===== config.mk =====
export PLATFORM = sky130hd
export DESIGN_NAME = id_ex_reg
export DESIGN_NICKNAME = d
export VERILOG_FILES = /design/src/rtl/cpu_pkg.sv /design/src/rtl/id_ex_reg_pipe_field.sv /design/src/rtl/id_ex_reg.sv
export SDC_FILE = /design/constraint.sdc
export NUM_CORES = 1
export LEC_CHECK = 0
export BUFFER_PORTS_ARGS = -buffer_cell sky130_fd_sc_hd__buf_2
export CAP_MARGIN = 25
export CORE_AREA = 2 2 141 143
export CTS_CLUSTER_SIZE = 30
export DETAILED_ROUTE_END_ITERATION = 16
export DIE_AREA = 0 0 143 145
export HOLD_SLACK_MARGIN = 0.12
export PLACE_DENSITY = 0.73
export SYNTH_ARGS = -nofsm -noshare
export SYNTH_HDL_FRONTEND = slang
export SYNTH_SLANG_ARGS = --single-unit

===== constraint.sdc =====
create_clock -name clk -period 1.8 [get_ports clk]
set_clock_uncertainty 0.1 [all_clocks]
set_input_delay 0.18 -clock clk [delete_from_list [all_inputs] [get_ports clk]]
set_output_delay 0.18 -clock clk [all_outputs]
set_load 0.01 [all_outputs]

===== src/rtl/cpu_pkg.sv =====
// Shared constants for the 5-stage MIPS core: datapath widths, control-bundle
// bit positions and the bubble control word.
package cpu_pkg;

    localparam int DW = 32;  // datapath width
    localparam int RW = 5;   // register-address width
    localparam int SW = 5;   // shift-amount width
    localparam int CW = 12;  // decoded control bundle width

    // Control-bundle bit layout
    localparam int CTRL_ALUSRC  = 0;
    localparam int CTRL_MEMRD   = 1;
    localparam int CTRL_MEMWR   = 2;
    localparam int CTRL_REGWR   = 3;
    localparam int CTRL_MEM2REG = 4;
    localparam int CTRL_REGDST  = 5;
    localparam int CTRL_ALUOP_LO = 6;
    localparam int CTRL_ALUOP_HI = 9;
    localparam int CTRL_BRANCH  = 10;
    localparam int CTRL_JUMP    = 11;

    localparam logic [CW-1:0] NOP_CTRL = '0;

    // True when a write-back targets the given register specifier; $0 is never a target.
    function automatic logic wb_hits(input logic we, input logic [RW-1:0] waddr,
                                     input logic [RW-1:0] tag);
        return we && (waddr != '0) && (waddr == tag);
    endfunction

endpackage


===== src/rtl/id_ex_reg_pipe_field.sv =====
// pipe_field: one pipeline-register field with async active-low reset,
// synchronous clear (takes priority) and load enable.
module pipe_field #(
    parameter int           W       = 32,
    parameter logic [W-1:0] CLR_VAL = '0
) (
    input  logic         clk,
    input  logic         rst_n,
    input  logic         clr_i,
    input  logic         en_i,
    input  logic [W-1:0] d_i,
    output logic [W-1:0] q_o
);

    logic [W-1:0] data_d;
    logic [W-1:0] data_q;

    always_comb begin
        data_d = data_q;
        if (clr_i) begin
            data_d = CLR_VAL;
        end else if (en_i) begin
            data_d = d_i;
        end
    end

    always_ff @(posedge clk or negedge rst_n) begin
        if (!rst_n) begin
            data_q <= CLR_VAL;
        end else begin
            data_q <= data_d;
        end
    end

    assign q_o = data_q;

endmodule


===== src/rtl/id_ex_reg.sv =====
// ID/EX pipeline register with stall, flush and write-back capture of held operands.
// Optional build macro ID_EX_PERF_CNT_EN adds bubble/stall event counters.
module id_ex_reg
    import cpu_pkg::*;
(
    input  logic          clk,
    input  logic          rst_n,
    input  logic          stall_i,
    input  logic          flush_i,
    input  logic          id_valid_i,
    input  logic [DW-1:0] id_pc_i,
    input  logic [DW-1:0] id_rs_data_i,
    input  logic [DW-1:0] id_rt_data_i,
    input  logic [DW-1:0] id_imm_i,
    input  logic [RW-1:0] id_rs_i,
    input  logic [RW-1:0] id_rt_i,
    input  logic [RW-1:0] id_rd_i,
    input  logic [SW-1:0] id_shamt_i,
    input  logic [CW-1:0] id_ctrl_i,
    input  logic          wb_we_i,
    input  logic [RW-1:0] wb_waddr_i,
    input  logic [DW-1:0] wb_wdata_i,
    output logic          ex_valid_o,
    output logic [DW-1:0] ex_pc_o,
    output logic [DW-1:0] ex_rs_data_o,
    output logic [DW-1:0] ex_rt_data_o,
    output logic [DW-1:0] ex_imm_o,
    output logic [RW-1:0] ex_rs_o,
    output logic [RW-1:0] ex_rt_o,
    output logic [RW-1:0] ex_rd_o,
    output logic [SW-1:0] ex_shamt_o,
    output logic [CW-1:0] ex_ctrl_o
`ifdef ID_EX_PERF_CNT_EN
    ,
    output logic [31:0]   perf_bubble_o,
    output logic [31:0]   perf_stall_o
`endif
);

    // Flush clears every field (clear wins over enable inside pipe_field);
    // stall deasserts the enable so fields hold.
    logic          load_en;
    logic          rs_cap;
    logic          rt_cap;
    logic          rs_data_en;
    logic          rt_data_en;
    logic [DW-1:0] rs_data_in;
    logic [DW-1:0] rt_data_in;

    assign load_en = ~stall_i;

    // While held, a retiring write to a held source register refreshes its operand.
    // On a normal load the register file is write-first, so no capture is needed.
    always_comb begin
        rs_cap     = stall_i && ex_valid_o && wb_hits(wb_we_i, wb_waddr_i, ex_rs_o);
        rt_cap     = stall_i && ex_valid_o && wb_hits(wb_we_i, wb_waddr_i, ex_rt_o);
        rs_data_en = load_en | rs_cap;
        rt_data_en = load_en | rt_cap;
        rs_data_in = id_rs_data_i;
        rt_data_in = id_rt_data_i;
        if (stall_i) begin
            rs_data_in = wb_wdata_i;
            rt_data_in = wb_wdata_i;
        end
    end

    pipe_field #(.W(1)) u_valid (
        .clk(clk), .rst_n(rst_n), .clr_i(flush_i), .en_i(load_en),
        .d_i(id_valid_i), .q_o(ex_valid_o)
    );

    pipe_field #(.W(DW)) u_pc (
        .clk(clk), .rst_n(rst_n), .clr_i(flush_i), .en_i(load_en),
        .d_i(id_pc_i), .q_o(ex_pc_o)
    );

    pipe_field #(.W(DW)) u_imm (
        .clk(clk), .rst_n(rst_n), .clr_i(flush_i), .en_i(load_en),
        .d_i(id_imm_i), .q_o(ex_imm_o)
    );

    pipe_field #(.W(DW)) u_rs_data (
        .clk(clk), .rst_n(rst_n), .clr_i(flush_i), .en_i(rs_data_en),
        .d_i(rs_data_in), .q_o(ex_rs_data_o)
    );

    pipe_field #(.W(DW)) u_rt_data (
        .clk(clk), .rst_n(rst_n), .clr_i(flush_i), .en_i(rt_data_en),
        .d_i(rt_data_in), .q_o(ex_rt_data_o)
    );

    pipe_field #(.W(RW)) u_rs (
        .clk(clk), .rst_n(rst_n), .clr_i(flush_i), .en_i(load_en),
        .d_i(id_rs_i), .q_o(ex_rs_o)
    );

    pipe_field #(.W(RW)) u_rt (
        .clk(clk), .rst_n(rst_n), .clr_i(flush_i), .en_i(load_en),
        .d_i(id_rt_i), .q_o(ex_rt_o)
    );

    pipe_field #(.W(RW)) u_rd (
        .clk(clk), .rst_n(rst_n), .clr_i(flush_i), .en_i(load_en),
        .d_i(id_rd_i), .q_o(ex_rd_o)
    );

    pipe_field #(.W(SW)) u_shamt (
        .clk(clk), .rst_n(rst_n), .clr_i(flush_i), .en_i(load_en),
        .d_i(id_shamt_i), .q_o(ex_shamt_o)
    );

    pipe_field #(.W(CW), .CLR_VAL(NOP_CTRL)) u_ctrl (
        .clk(clk), .rst_n(rst_n), .clr_i(flush_i), .en_i(load_en),
        .d_i(id_ctrl_i), .q_o(ex_ctrl_o)
    );

`ifdef ID_EX_PERF_CNT_EN
    logic [31:0] perf_bubble_d;
    logic [31:0] perf_bubble_q;
    logic [31:0] perf_stall_d;
    logic [31:0] perf_stall_q;

    always_comb begin
        perf_bubble_d = perf_bubble_q;
        perf_stall_d  = perf_stall_q;
        if (flush_i) begin
            perf_bubble_d = perf_bubble_q + 32'd1;
        end else if (stall_i) begin
            perf_stall_d = perf_stall_q + 32'd1;
        end
    end

    always_ff @(posedge clk or negedge rst_n) begin
        if (!rst_n) begin
            perf_bubble_q <= '0;
            perf_stall_q  <= '0;
        end else begin
            perf_bubble_q <= perf_bubble_d;
            perf_stall_q  <= perf_stall_d;
        end
    end

    assign perf_bubble_o = perf_bubble_q;
    assign perf_stall_o  = perf_stall_q;
`endif

endmodule


==> flow_summary_export.csv <==
group,metric,value,unit
synth,synth_seq_cells,161,
clock_tree,cts_tree,"built",
worst_setup_path,crit_path_end_kind,"flip-flop",
global_routing,grt_pass1_wl,38000,µm
global_routing,grt_use_met1,27.2,%
synth,seq_area_frac_synth,53.2,%
placement,hpwlAfterDp,14700,µm
final_layout,n_antenna_cell,0,
global_routing,grt_util_all_layers,23.4,%
die,chipWidth,143,µm
sta,rsz0062_at_grt,"yes",
outcome,violations,"negative setup slack",
routing,drtPass1Iterations,4,
clock_tree,clock_path_buffers,2,
outcome,run_status,"finished with violations",
routing,vias,6956,
die,initial_core_util,39.4,%
synth,yosys_warnings,0,
placement,place_congestion,0.826,
global_routing,use_met3,4.88,%
worst_setup_path,reg2reg_to,"u_rs_data.q_o[27]",
synth,ys_async_sr_fraction,100,%
final_layout,drive_gt1_share,42.0,%
placement,portBuffers,363,
worst_setup_path,path_cells,"and3_4 -> o21ai_4 -> o41ai_4 -> buf_4 -> clkbuf_16 -> mux2_4",
placement,dp.cells,1251,
synth,synth_most_common_cell,"dfrtp_1",
power_and_ir_drop,power_density,800,mW/mm²
global_routing,grt_busiest_layer,"met2",
worst_setup_path,path_max_fanout,8,
sta,setup_viol_count_final,64,
sta,slew_viol_final,0,
global_routing,met2_usage,41.2,%
worst_setup_path,crit_required,1.99,ns
routing,vias_per_cell,4.76,
synth,postSynthCellCount,642,
routing,remaining_drc_errors,0,
synth,synth_area,0.00757,mm²
global_routing,grt_pass1_vias,7353,
worst_setup_path,r2r_cells,6,
hold_path,hp-start,"wb_wdata_i[15]",
die,rows,51,
global_routing,grt_max_degree,162,
final_layout,final_util,64.1,%
sta,fmax,517,MHz
final_layout,fin_nets,1386,
global_routing,antenna_found_initial,0,
worst_setup_path,worst-path-buf-inv,2,
hold_path,hp-class,"in -> reg",
sta,slew_headroom,53.1,%
routing,antenna_left,0,
die,pin_count,364,
sta,setup_tns,-4.80,ns
clock_tree,clkTransAtPathRegs,0.07,ns
clock_tree,htreeDepth,4,
clock_tree,root_buffer,"clkbuf_16",
job,maxCapViolations,0,
synth,synth.largest_area_cell,"dfrtp_1",
clock_tree,cts_made_buffers,17,
worst_setup_path,worst_path_max_delay_cell,"dfrtp_1",
worst_setup_path,r2r-start,"u_valid.q_o",
worst_setup_path,regToRegSetupSlack,-0.13,ns
sta,tightestPinTransition,0.704,ns
synth,synthTopCellsByCount,"dfrtp_1, mux2i_1, nor2_1",
worst_setup_path,arrival,2.13,ns
global_routing,overflow,0,
final_layout,stdcell_count,1461,
clock_tree,cts_sinks,161,
sta,post-route-worst-setup-slack,-0.134,ns
sta,post-route-period-util,107,%
synth,yosysTopAreaCellShare,53.2,%
synth,synth_nets,845,
clock_tree,clock_latency,0.41,ns
hold_path,hold_depth,4,
die,core_area,0.0192,mm²
hold_path,hold_end,"u_rs_data.q_o[15]",
synth,yosys-top-cells-area,"dfrtp_1, mux2i_1, mux2_4, nand2b_1, nor2_1",
sta,finalHoldViolCount,0,
die,die-area,0.0207,mm²
worst_setup_path,start_kind,"flip-flop",
routing,routed_wl,24800,µm
worst_setup_path,path_class,"reg -> reg",
routing,first_iter_violations,281,
synth,syn_area_per_cell,11.8,µm²
worst_setup_path,max_stage_delay,0.37,ns
die,chipHeight,145,µm
power_and_ir_drop,p_leak,0.00673,µW
synth,synth_flop_cell,"dfrtp_1",
worst_setup_path,cpLargestDelayFamily,"compound AO/OA/AOI/OAI gates",
synth,synth_edf_count,0,
routing,routedWlPerCell,16.9,µm
synth,synth_cell_types,20,
power_and_ir_drop,max-vdd-ir-drop,0.000553,V
sta,post-route-min-period,1.93,ns
final_layout,area_delta_synth_final,62.5,%
## worst register-to-register path, stage by stage, from the launching register on
cell	delay, ns
dfrtp_1	0.37
and3_4	0.20
o21ai_4	0.07
o41ai_4	0.36
buf_4	0.22
clkbuf_16	0.19
mux2_4	0.30
## routing by layer
metal  vias to the layer above  wire, µm
met5                         -         0
li1                       3248         -
met2                       273     12700
met1                      3372      9990
met3                        63      1270
met4                         0       842
## placed cells by master (no fill, tap or decap), drive strengths merged, types with 2 or more instances in the layout
| master | n |
|---|---|
| buf | 398 |
| dlygate4sd3 | 167 |
| dfrtp | 161 |
| mux2i | 97 |
| nor2 | 97 |
| nand2b | 64 |
| a21oi | 64 |
| mux2 | 64 |
| nand2 | 32 |
| clkbuf | 19 |
| inv | 8 |
| xnor2 | 6 |
| xor2 | 4 |
| clkinv | 4 |
| bufinv | 3 |
| nand3 | 2 |
| o41ai | 2 |
## report_power, final
group          switching (µW)  leakage, µW  internal (µW)
registers                 148      0.00212           3860
clock network            1650     0.000315           2260
logic                     873      0.00430           1050
total                    2670      0.00673           7170
## registers in the layout (all words and copies together) (netlist names)
name           flops
u_rd.q_o           5
u_rt.q_o           5
u_imm.q_o         32
u_rs.q_o           5
u_rt_data.q_o     32
u_pc.q_o          32
u_valid.q_o        1
u_shamt.q_o        5
u_ctrl.q_o        12
u_rs_data.q_o     32
## logic make-up after synthesis
logic type	after synthesis	share of synthesized area, %
simple gates	198	12.2
flops	161	53.2
mux	161	25.3
buf+inv	45	2.97
compound gates	67	5.17
xor+xnor	10	1.16
## worst max path at each step
stage / from / to / slack [ns] / cells after the start
floorplan: u_rs.q_o[0] / u_rs_data.q_o[10] / -0.11 / 5
global route: u_valid.q_o / u_rs_data.q_o[7] / -0.18 / 6
finish: u_valid.q_o / u_rs_data.q_o[27] / -0.13 / 6
global placement: u_rs.q_o[4] / u_rs_data.q_o[0] / -0.18 / 5
detailed placement: u_rs.q_o[0] / u_rs_data.q_o[0] / -0.20 / 5
CTS: u_valid.q_o / u_rs_data.q_o[0] / -0.14 / 6
## area by class of cell
| type | instances | area [µm²] |
|---|---|---|
| multi-input cells | 436 | 3340 |
| repair buffers | 567 | 3970 |
| fillers | 1430 | 6900 |
| clock buffers | 17 | 425 |
| well taps | 265 | 332 |
| flip-flops and latches | 161 | 4030 |
| clock inverters | 15 | 214 |
## metrics by stage
step	total power [µW]	hold WS, ns	instance area (µm²)	setup WS (ns)
floorplan	4860	-0.216	7570	-0.113
CTS	9850	0.120	12200	-0.135
finish	9840	0.127	12300	-0.134
global route	10200	0.136	12300	-0.183
detailed placement	5590	0.0572	9770	-0.205
global placement	5560	0.0548	9770	-0.184
## timing repair
item,in CTS,in global routing
hold buffers,167,0
gates cloned,4,2
hold endpoints to repair,300,0
gates resized for setup,8,3
endpoints found under the setup margin,64,64
buffers inserted,4,1
pin swaps,2,0
No activity file was read; power rests on OpenSTA's default activity.
